[src/rtl/obi_mgr_pkg.sv]
// obi_mgr_pkg: shared state encoding, default widths and the command legality check for obi_mgr_be
package obi_mgr_pkg;
  localparam int unsigned ADDR_WIDTH_DEF = 32;
  localparam int unsigned DATA_WIDTH_DEF = 32;
  localparam int unsigned TIMEOUT_CYCLES_DEF = 16;
  typedef enum logic [1:0] {
    IDLE   = 2'b00,
    ADDR   = 2'b01,
    WAIT_R = 2'b10,
    RESP   = 2'b11
  } state_e;
  function automatic logic cmd_legal(input logic be_any, input logic [1:0] addr_lo);
    return be_any && addr_lo == 2'b00;
  endfunction
endpackage

[src/rtl/obi_mgr_wdog.sv]
// obi_mgr_wdog: counts enabled cycles and flags the LIMIT-th one; clear restarts it
module obi_mgr_wdog #(
  parameter int unsigned LIMIT = 16
) (
  input  logic clk_i,
  input  logic reset_ni,
  input  logic i_clear,
  input  logic i_en,
  output logic o_expired
);
  localparam int unsigned W = $clog2(LIMIT + 1);
  logic [W-1:0] r_cnt;
  assign o_expired = i_en && r_cnt == W'(LIMIT - 1);
  always_ff @(posedge clk_i or negedge reset_ni)
    if (!reset_ni) r_cnt <= '0;
    else if (i_clear) r_cnt <= '0;
    else if (i_en && !o_expired) r_cnt <= r_cnt + W'(1);
endmodule

[src/rtl/obi_mgr_be.sv]
// obi_mgr_be: single-outstanding OBI manager with byte enables and alignment checking
// Optional WAIT_R watchdog with response draining is enabled by defining OBI_MGR_TIMEOUT_EN.
module obi_mgr_be import obi_mgr_pkg::*; #(
  parameter int unsigned ADDR_WIDTH     = ADDR_WIDTH_DEF,
  parameter int unsigned DATA_WIDTH     = DATA_WIDTH_DEF,
  parameter int unsigned TIMEOUT_CYCLES = TIMEOUT_CYCLES_DEF
) (
  input  logic                    clk_i,
  input  logic                    reset_ni,
  input  logic                    cmd_valid_i,
  output logic                    cmd_ready_o,
  input  logic [ADDR_WIDTH-1:0]   cmd_addr_i,
  input  logic                    cmd_we_i,
  input  logic [DATA_WIDTH/8-1:0] cmd_be_i,
  input  logic [DATA_WIDTH-1:0]   cmd_wdata_i,
  output logic                    rsp_valid_o,
  input  logic                    rsp_ready_i,
  output logic [DATA_WIDTH-1:0]   rsp_rdata_o,
  output logic                    rsp_err_o,
  output logic                    obi_req_o,
  input  logic                    obi_gnt_i,
  output logic [ADDR_WIDTH-1:0]   obi_addr_o,
  output logic                    obi_we_o,
  output logic [DATA_WIDTH/8-1:0] obi_be_o,
  output logic [DATA_WIDTH-1:0]   obi_wdata_o,
  input  logic                    obi_rvalid_i,
  output logic                    obi_rready_o,
  input  logic [DATA_WIDTH-1:0]   obi_rdata_i,
  input  logic                    obi_err_i,
  output logic                    busy_o
);
  localparam int unsigned BW = DATA_WIDTH / 8;
  state_e                r_state;
  logic [ADDR_WIDTH-1:0] r_addr;
  logic                  r_we;
  logic [BW-1:0]         r_be;
  logic [DATA_WIDTH-1:0] r_wdata;
  logic [DATA_WIDTH-1:0] r_rdata;
  logic                  r_err;
  logic                  w_req;
  logic                  w_resp;
  logic                  w_expired;
  logic                  w_drain;
  assign w_req        = r_state == ADDR;
  assign w_resp       = r_state == RESP;
  assign busy_o       = r_state != IDLE;
  assign cmd_ready_o  = r_state == IDLE && !w_drain;
  assign obi_req_o    = w_req;
  assign obi_addr_o   = w_req ? r_addr : '0;
  assign obi_we_o     = w_req ? r_we : 1'b0;
  assign obi_be_o     = w_req ? r_be : '0;
  assign obi_wdata_o  = w_req ? r_wdata : '0;
  assign obi_rready_o = r_state == WAIT_R || w_drain;
  assign rsp_valid_o  = w_resp;
  assign rsp_rdata_o  = w_resp ? r_rdata : '0;
  assign rsp_err_o    = w_resp ? r_err : 1'b0;
  always_ff @(posedge clk_i or negedge reset_ni)
    if (!reset_ni) begin
      r_state <= IDLE;
      r_addr  <= '0;
      r_we    <= 1'b0;
      r_be    <= '0;
      r_wdata <= '0;
      r_rdata <= '0;
      r_err   <= 1'b0;
    end else begin
      case (r_state)
        IDLE: if (cmd_valid_i && cmd_ready_o) begin
          r_addr  <= cmd_addr_i;
          r_we    <= cmd_we_i;
          r_be    <= cmd_be_i;
          r_wdata <= cmd_wdata_i;
          r_rdata <= '0;
          r_err   <= !cmd_legal(|cmd_be_i, cmd_addr_i[1:0]);
          r_state <= cmd_legal(|cmd_be_i, cmd_addr_i[1:0]) ? ADDR : RESP;
        end
        ADDR: if (obi_gnt_i) r_state <= WAIT_R;
        WAIT_R: if (obi_rvalid_i) begin
          r_rdata <= r_we ? '0 : obi_rdata_i;
          r_err   <= obi_err_i;
          r_state <= RESP;
        end else if (w_expired) begin
          r_rdata <= '0;
          r_err   <= 1'b1;
          r_state <= RESP;
        end
        default: if (rsp_ready_i) r_state <= IDLE;
      endcase
    end
`ifdef OBI_MGR_TIMEOUT_EN
  logic r_drain;
  obi_mgr_wdog #(.LIMIT(TIMEOUT_CYCLES)) u_wdog (
    .clk_i     (clk_i),
    .reset_ni  (reset_ni),
    .i_clear   (r_state != WAIT_R),
    .i_en      (r_state == WAIT_R),
    .o_expired (w_expired)
  );
  // a timed-out read still owes us one rvalid; swallow it before the next command
  always_ff @(posedge clk_i or negedge reset_ni)
    if (!reset_ni) r_drain <= 1'b0;
    else if (r_state == WAIT_R && !obi_rvalid_i && w_expired) r_drain <= 1'b1;
    else if (r_drain && obi_rvalid_i) r_drain <= 1'b0;
  assign w_drain = r_drain;
`else
  assign w_expired = 1'b0;
  assign w_drain   = 1'b0;
`endif
endmodule

[config.mk]
export PLATFORM = sky130hd
export DESIGN_NAME = obi_mgr_be
export DESIGN_NICKNAME = d
export VERILOG_FILES = /design/src/rtl/obi_mgr_pkg.sv /design/src/rtl/obi_mgr_wdog.sv /design/src/rtl/obi_mgr_be.sv
export SDC_FILE = /design/constraint.sdc
export NUM_CORES = 1
export LEC_CHECK = 0
export BUFFER_PORTS_ARGS = -buffer_cell sky130_fd_sc_hd__buf_4
export CORE_ASPECT_RATIO = 1.4
export CORE_MARGIN = 5
export CORE_UTILIZATION = 43
export CTS_BUF_LIST = sky130_fd_sc_hd__clkbuf_4 sky130_fd_sc_hd__clkbuf_8 sky130_fd_sc_hd__clkbuf_16
export DETAILED_ROUTE_END_ITERATION = 7
export PLACE_DENSITY = 0.76
export SLEW_MARGIN = 20
export SYNTH_ARGS = -nofsm -noshare
export SYNTH_HDL_FRONTEND = slang
export SYNTH_SLANG_ARGS = --single-unit
[constraint.sdc]
create_clock -name clk_i -period 1.9 [get_ports clk_i]
set_input_delay 0.57 -clock clk_i [delete_from_list [all_inputs] [get_ports clk_i]]
set_output_delay 0.57 -clock clk_i [all_outputs]
set_load 0.05 [all_outputs]
==> results.cfg, run 1 <==
[grt]
grt_max_degree = 105
busiest_layer = met2
grt_util_met1 = 0.225
antenna_found_initial = 0
grt_overflow = 0
grt_usage = 0.200
grt_pass1_vias = 4172
grtUsageMet3 = 0.0515
met2_usage = 0.363
grt_first_pass_wirelength_um = 21400

[drt]
first_pass_iters = 4
first_iter_violations = 78
drt-vias-per-instance = 4.78
drc_errors = 0
vias = 3804
wl_um = 13900
drtAntennaViolNets = 0
wl_per_cell_um = 17.5

[setup_path]
path_class = reg2out
required_ns = 1.33
arrival_ns = 1.58
start_kind = flop
crit_path_max_fanout = 18
critPathCaptureType = primary output

[pwr]
powerDensity_nw_per_um2 = 1820
peakVddDrop_v = 0.00111
power.total_mw = 14.5
p_leak_nw = 3.81

[timing]
clock.fmax_mhz = 465
relSlewSlack = 0.625
fin_worst_skew_ns = 0.00699
tns_ns = -21.67
grt_setup_unrepaired = true
setup_viol = 107
finalMaxSlewViolations = 0
period_needed_ns = 2.15
hold_viol = 0
period_share = 1.13
setup_ws_ns = -0.252
tightest_slew_ns = 0.562
whs_ns = 0.266

[place]
post_dp_cell_area_sq_um = 6890
gp_congestion = 0.753
hpwlAfterDp_um = 9250
dp_cells = 769
io_buffers = 214

[job]
cap_viol_max_count = 0

[cells_and_area]
fin_area_sq_um = 7950
diodes = 0
nNetsFinal = 759
syn_to_final_growth_pct = 61.6
fillers = 806
finalNonFillerCells = 795
drive_above_1_share = 0.670

[floorplan]
ios = 215
fp.dieH_um = 137
core_area_sq_um = 11300
die_area_sq_um = 13700
die_x_um = 100
start_util = 0.436
row_count = 46

[synthesis]
synthCells = 422
ys_seq_area_frac = 0.529
ys_types = 20
yosysTopAreaCell = dfrtp_1
netlist_top_cells_area = dfrtp_1 (53%), mux2_2 (16%), and2_1 (13%), mux2i_1 (6.7%), inv_1 (2.7%)
ys.warnings.count = 0
syn-mean-instance-area_sq_um = 11.7
synth_top_cell_area_share = 0.529
syn_area_sq_um = 4920
syn-num-nets = 534
ys_ff_latch = 104

[clock_tree]
clockBufferDepth = 2
cts_sinks = 104
htreeDepth = 3
root_buffer = clkbuf_16
path_clk_slew_ns = 0.07
cts_tree = built
clkLatencyLatePin_ns = 0.34
cts_made_buffers = 9

[outcome]
violations = negative setup slack
status = finished with violations

[hold_path]
hold_path_class = in2async
## cell type report
cell class | instances | area (sq um) | share of cell area
Tap cell | 144 | 180 | 0.0227
Clock buffer | 11 | 240 | 0.0302
Inverter | 36 | 138 | 0.0173
Timing Repair Buffer | 238 | 2470 | 0.311
Multi-Input combinational cell | 258 | 2260 | 0.285
Sequential cell | 104 | 2600 | 0.327
Clock inverter | 4 | 55.1 | 0.00692
## critical path, stage by stage, from the launching register on
cell and delay, ns:
dfrtp_1 0.40, buf_4 0.16, ha_4 0.18, buf_12 0.15, and2_2 0.20, buf_6 0.15
## registers in the layout, indices dropped and copies added, names as in the netlist
register and flops:
r_rdata 32, r_addr 32, r_state 2, r_wdata 32
r_err 1, r_we 1, r_be 4
## kinds of logic after synthesis
family | Yosys count | synth area share
AO/OA/AOI/OAI | 3 | 0.00839
AND/OR/NAND/NOR | 147 | 0.171
buffers and inverters | 60 | 0.0521
flip-flops | 104 | 0.529
multiplexers | 104 | 0.230
adder cells (fa/ha/maj) | 4 | 0.0102
## routing by layer
metal	vias up	wire length [um]	share of wire
li1	1793	-	-
met1	1862	4980	0.36
met2	131	7770	0.56
met3	18	924	0.066
met4	0	246	0.018
met5	-	0	0
## cells in the final DEF, fill, tap and decap left out, types with 2 or more instances in the layout
cell,netlist,layout
and2_1,102,3
nand2_1,33,32
nor3_1,3,3
dfrtp_1,104,103
buf_6,3,82
buf_4,0,113
and2_2,0,75
clkbuf_4,0,2
nor2_1,3,3
inv_1,36,33
buf_12,0,7
nor2b_2,1,3
inv_2,0,2
mux2_2,70,70
clkbuf_16,0,11
and2_4,0,24
mux2i_1,33,33
buf_8,0,34
ha_4,0,3
## synth_stat cells
cell       number
nor2b_2         1
or4_1           1
nand2_1        33
ha_1            4
buf_2           7
nor3_4          1
a2111oi_4       1
a21oi_1         1
nor2_1          3
mux2i_1        33
buf_6           3
dfrtp_1       104
mux2_2         70
inv_1          36
mux2_1          1
nor3_1          3
clkbuf_1       14
a211o_1         1
and2_1        102
nor2b_1         3
## worst paths after layout
path	startpoint	endpoint	slack, ns	cells past startpoint
min reg2reg	r_wdata[7]$_DFFE_PN0P_	r_wdata[7]$_DFFE_PN0P_	0.50	1
max in group asynchronous	reset_ni	r_state[0]$_DFFE_PN0P_	1.18	2
max	r_state[1]$_DFFE_PN0P_	rsp_rdata_o[9]	-0.25	5
min in group clk_i	cmd_wdata_i[31]	r_wdata[31]$_DFFE_PN0P_	0.46	2
min	reset_ni	r_rdata[26]$_DFFE_PN0P_	0.27	2
max reg2reg	r_state[0]$_DFFE_PN0P_	r_state[0]$_DFFE_PN0P_	-0.02	6
## where the power goes
part	internal, mW	switching (mW)
Sequential	3.35	0.583
Clock	1.05	0.787
Combinational	4.04	4.66
## through the flow
step                worst slack (ns)  utilization
floorplan                    -0.0608            -
global placement              -0.111        0.611
detailed placement            -0.144        0.611
CTS                           -0.265        0.689
global route                  -0.297        0.705
finish                        -0.252        0.705
## what timing repair did
action | 4_1_cts | 5_1_grt
buffers inserted | 7 | 2
cloned | 0 | 3
resized for setup | 143 | 32
setup endpoints to repair | 110 | 139
pin swaps | 2 | 1
hold buffers | 0 | 0
No activity file was read; power rests on OpenSTA's default activity.
==> run 2: changes to the inputs <==
- CELL_PAD_IN_SITES_DETAIL_PLACEMENT: default -> 1
- CELL_PAD_IN_SITES_GLOBAL_PLACEMENT: default -> 2
- CORE_UTILIZATION: 43 -> 26
- GPL_TIMING_DRIVEN: default -> 0
- PLACE_DENSITY: 0.76 -> default
- PLACE_DENSITY_LB_ADDON: default -> 0.1
==> run 2 against run 1 <==
Against the previous run:
- the flow still finishes with violations (negative setup slack)
- total power is 15% higher
- non-clock buffer count up 34
- setup slack lost 0.027 ns
- critical endpoint is now rsp_rdata_o[28]
- largest cell class is now buffers
==> results.cfg, run 2 (same netlist as run 1, synthesis figures left out) <==
[place]
gp_congestion = 0.722
post-place-ws_ns = -0.304
post_dp_cell_area_sq_um = 7030
hpwlAfterDp_um = 11600
io_buffers = 214
dp_cells = 881

[pwr]
p_leak_nw = 4.20
p_int_mw = 10.1
pwr-share-comb = 0.634
powerDensity_nw_per_um2 = 1860
p_seq_frac = 0.238
pwr-share-clk = 0.127
peakVddDrop_v = 0.000879
p_sw_mw = 6.54
switching_share = 0.394

[cells_and_area]
reg_top3 = r_addr (32), r_rdata (32), r_wdata (32)
post-route-util = 0.480
multi_input_area_sq_um = 2390
regArea_sq_um = 2600
diodes = 0
fin_area_sq_um = 8940
syn_to_final_growth_pct = 81.7
drive_above_1_share = 0.689
final_common_cell = buf_4
mostFrequentLayoutCells = buf_4 (118), buf_8 (114), dfrtp_1 (103)
fillers = 1960
nNetsFinal = 793
finalNonFillerCells = 928

[drt]
first_pass_iters = 2
vias = 3957
drt-vias-per-instance = 4.26
wl_per_cell_um = 17.5
first_iter_violations = 88
wl_um = 16300
drtAntennaViolNets = 0
drc_errors = 0

[clock_tree]
path_clk_slew_ns = 0.07
root_buffer = clkbuf_16
cts_tree = built
cts_hold_buf = 0
clockBufferDepth = 2
clkLatencyLatePin_ns = 0.34
cts_sinks = 104
htreeDepth = 3
cts_made_buffers = 9

[timing]
clock.fmax_mhz = 459
hold_viol = 0
fin_worst_skew_ns = 0.00890
finalMaxSlewViolations = 0
tightest_slew_ns = 0.469
setup_ws_ns = -0.279
setup_viol = 109
relSlewSlack = 0.687
whs_ns = 0.153
period_needed_ns = 2.18
period_share = 1.15
grt_setup_unrepaired = true

[setup_path]
crit_path_max_fanout = 8
path_class = reg2out
critPathCaptureType = primary output
required_ns = 1.33
r2r-start = r_state[0]$_DFFE_PN0P_
start_kind = flop
startpoint = r_state[0]$_DFFE_PN0P_
arrival_ns = 1.61

[grt]
grt_util_met1 = 0.154
grt_first_pass_wirelength_um = 24200
antenna_found_initial = 0
grtUsageMet3 = 0.0392
grt_usage = 0.139
busiest_layer = met2
grt_overflow = 0
grt_max_degree = 62
met2_usage = 0.257
grt_pass1_vias = 4490

[floorplan]
start_util = 0.264
ios = 215
core_area_sq_um = 18600
die_x_um = 126
fp.dieH_um = 173
row_count = 59
die_area_sq_um = 21800

[outcome]
violations = negative setup slack
status = finished with violations

[job]
cap_viol_max_count = 0

[hold_path]
hold_path_class = in2async
run 2: changes by cell type in the layout (fill, tap and decap cells not counted), moves of 2 or more:
cell	delta
mux2i_1	-2
bufinv_16	+2
buf_6	-60
mux2i_2	+2
clkbuf_16	+5
nor2b_2	-2
buf_4	+5
and2_4	+76
clkbuf_4	+3
buf_12	-3
buf_8	+80
and2_2	-75
run 2: repair_timing:
action	in CTS	in global routing
pin swaps	6	23
buffers inserted	14	12
gates cloned	3	8
gates resized for setup	146	265
endpoints found under the setup margin	171	150
run 2: area by class of cell:
cell class | count | share of cell area
multi-input cells | 258 | 0.267
clock buffers | 9 | 0.0252
plain buffers | 21 | 0.0302
repair buffers | 251 | 0.324
flip-flops and latches | 104 | 0.291
well taps | 244 | 0.0342
clock inverters | 5 | 0.0119
inverters | 36 | 0.0157
run 2: path summary, 6_finish.rpt:
| kind | cells past startpoint | to | slack [ns] |
|---|---|---|---|
| max | 5 | rsp_rdata_o[28] | -0.28 |
| min | 1 | r_rdata[15]$_DFFE_PN0P_ | 0.15 |
| max reg2reg | 9 | r_err$_DFFE_PN0P_ | -0.01 |
| min reg2reg | 1 | r_err$_DFFE_PN0P_ | 0.51 |
| max in group asynchronous | 2 | r_addr[4]$_DFFE_PN0P_ | 1.09 |
| min in group clk_i | 2 | r_addr[29]$_DFFE_PN0P_ | 0.45 |
run 2: routing by layer:
layer,vias to the layer above,routed length [um]
li1,1857,-
met2,114,9250
met4,0,175
met5,-,0
met1,1978,5920
met3,8,917
run 2: stage by stage:
| step | setup TNS [ns] | power (mW) |
|---|---|---|
| final | -22.56 | 16.6 |
| after global routing | -31.70 | 17.5 |
| after CTS | -31.25 | 14.8 |
| after detailed placement | -23.42 | 11.4 |
| after global placement | -17.07 | 11.2 |
| after floorplan | -1.76 | 9.23 |
run 2: worst max-delay path, stage by stage (launching register included):
cell       delay [ns]
dfrtp_2          0.44
buf_6            0.13
ha_4             0.22
clkbuf_16        0.18
and2_4           0.16
buf_8            0.14
run 2: power by group through the flow:
stage	clock network, mW	logic (mW)	registers (mW)
final	2.12	10.5	3.95
after global routing	2.29	11.1	4.08
after CTS	2.20	8.67	3.88
after detailed placement	0	7.46	3.91
after global placement	0	7.34	3.83
after floorplan	0	5.51	3.72
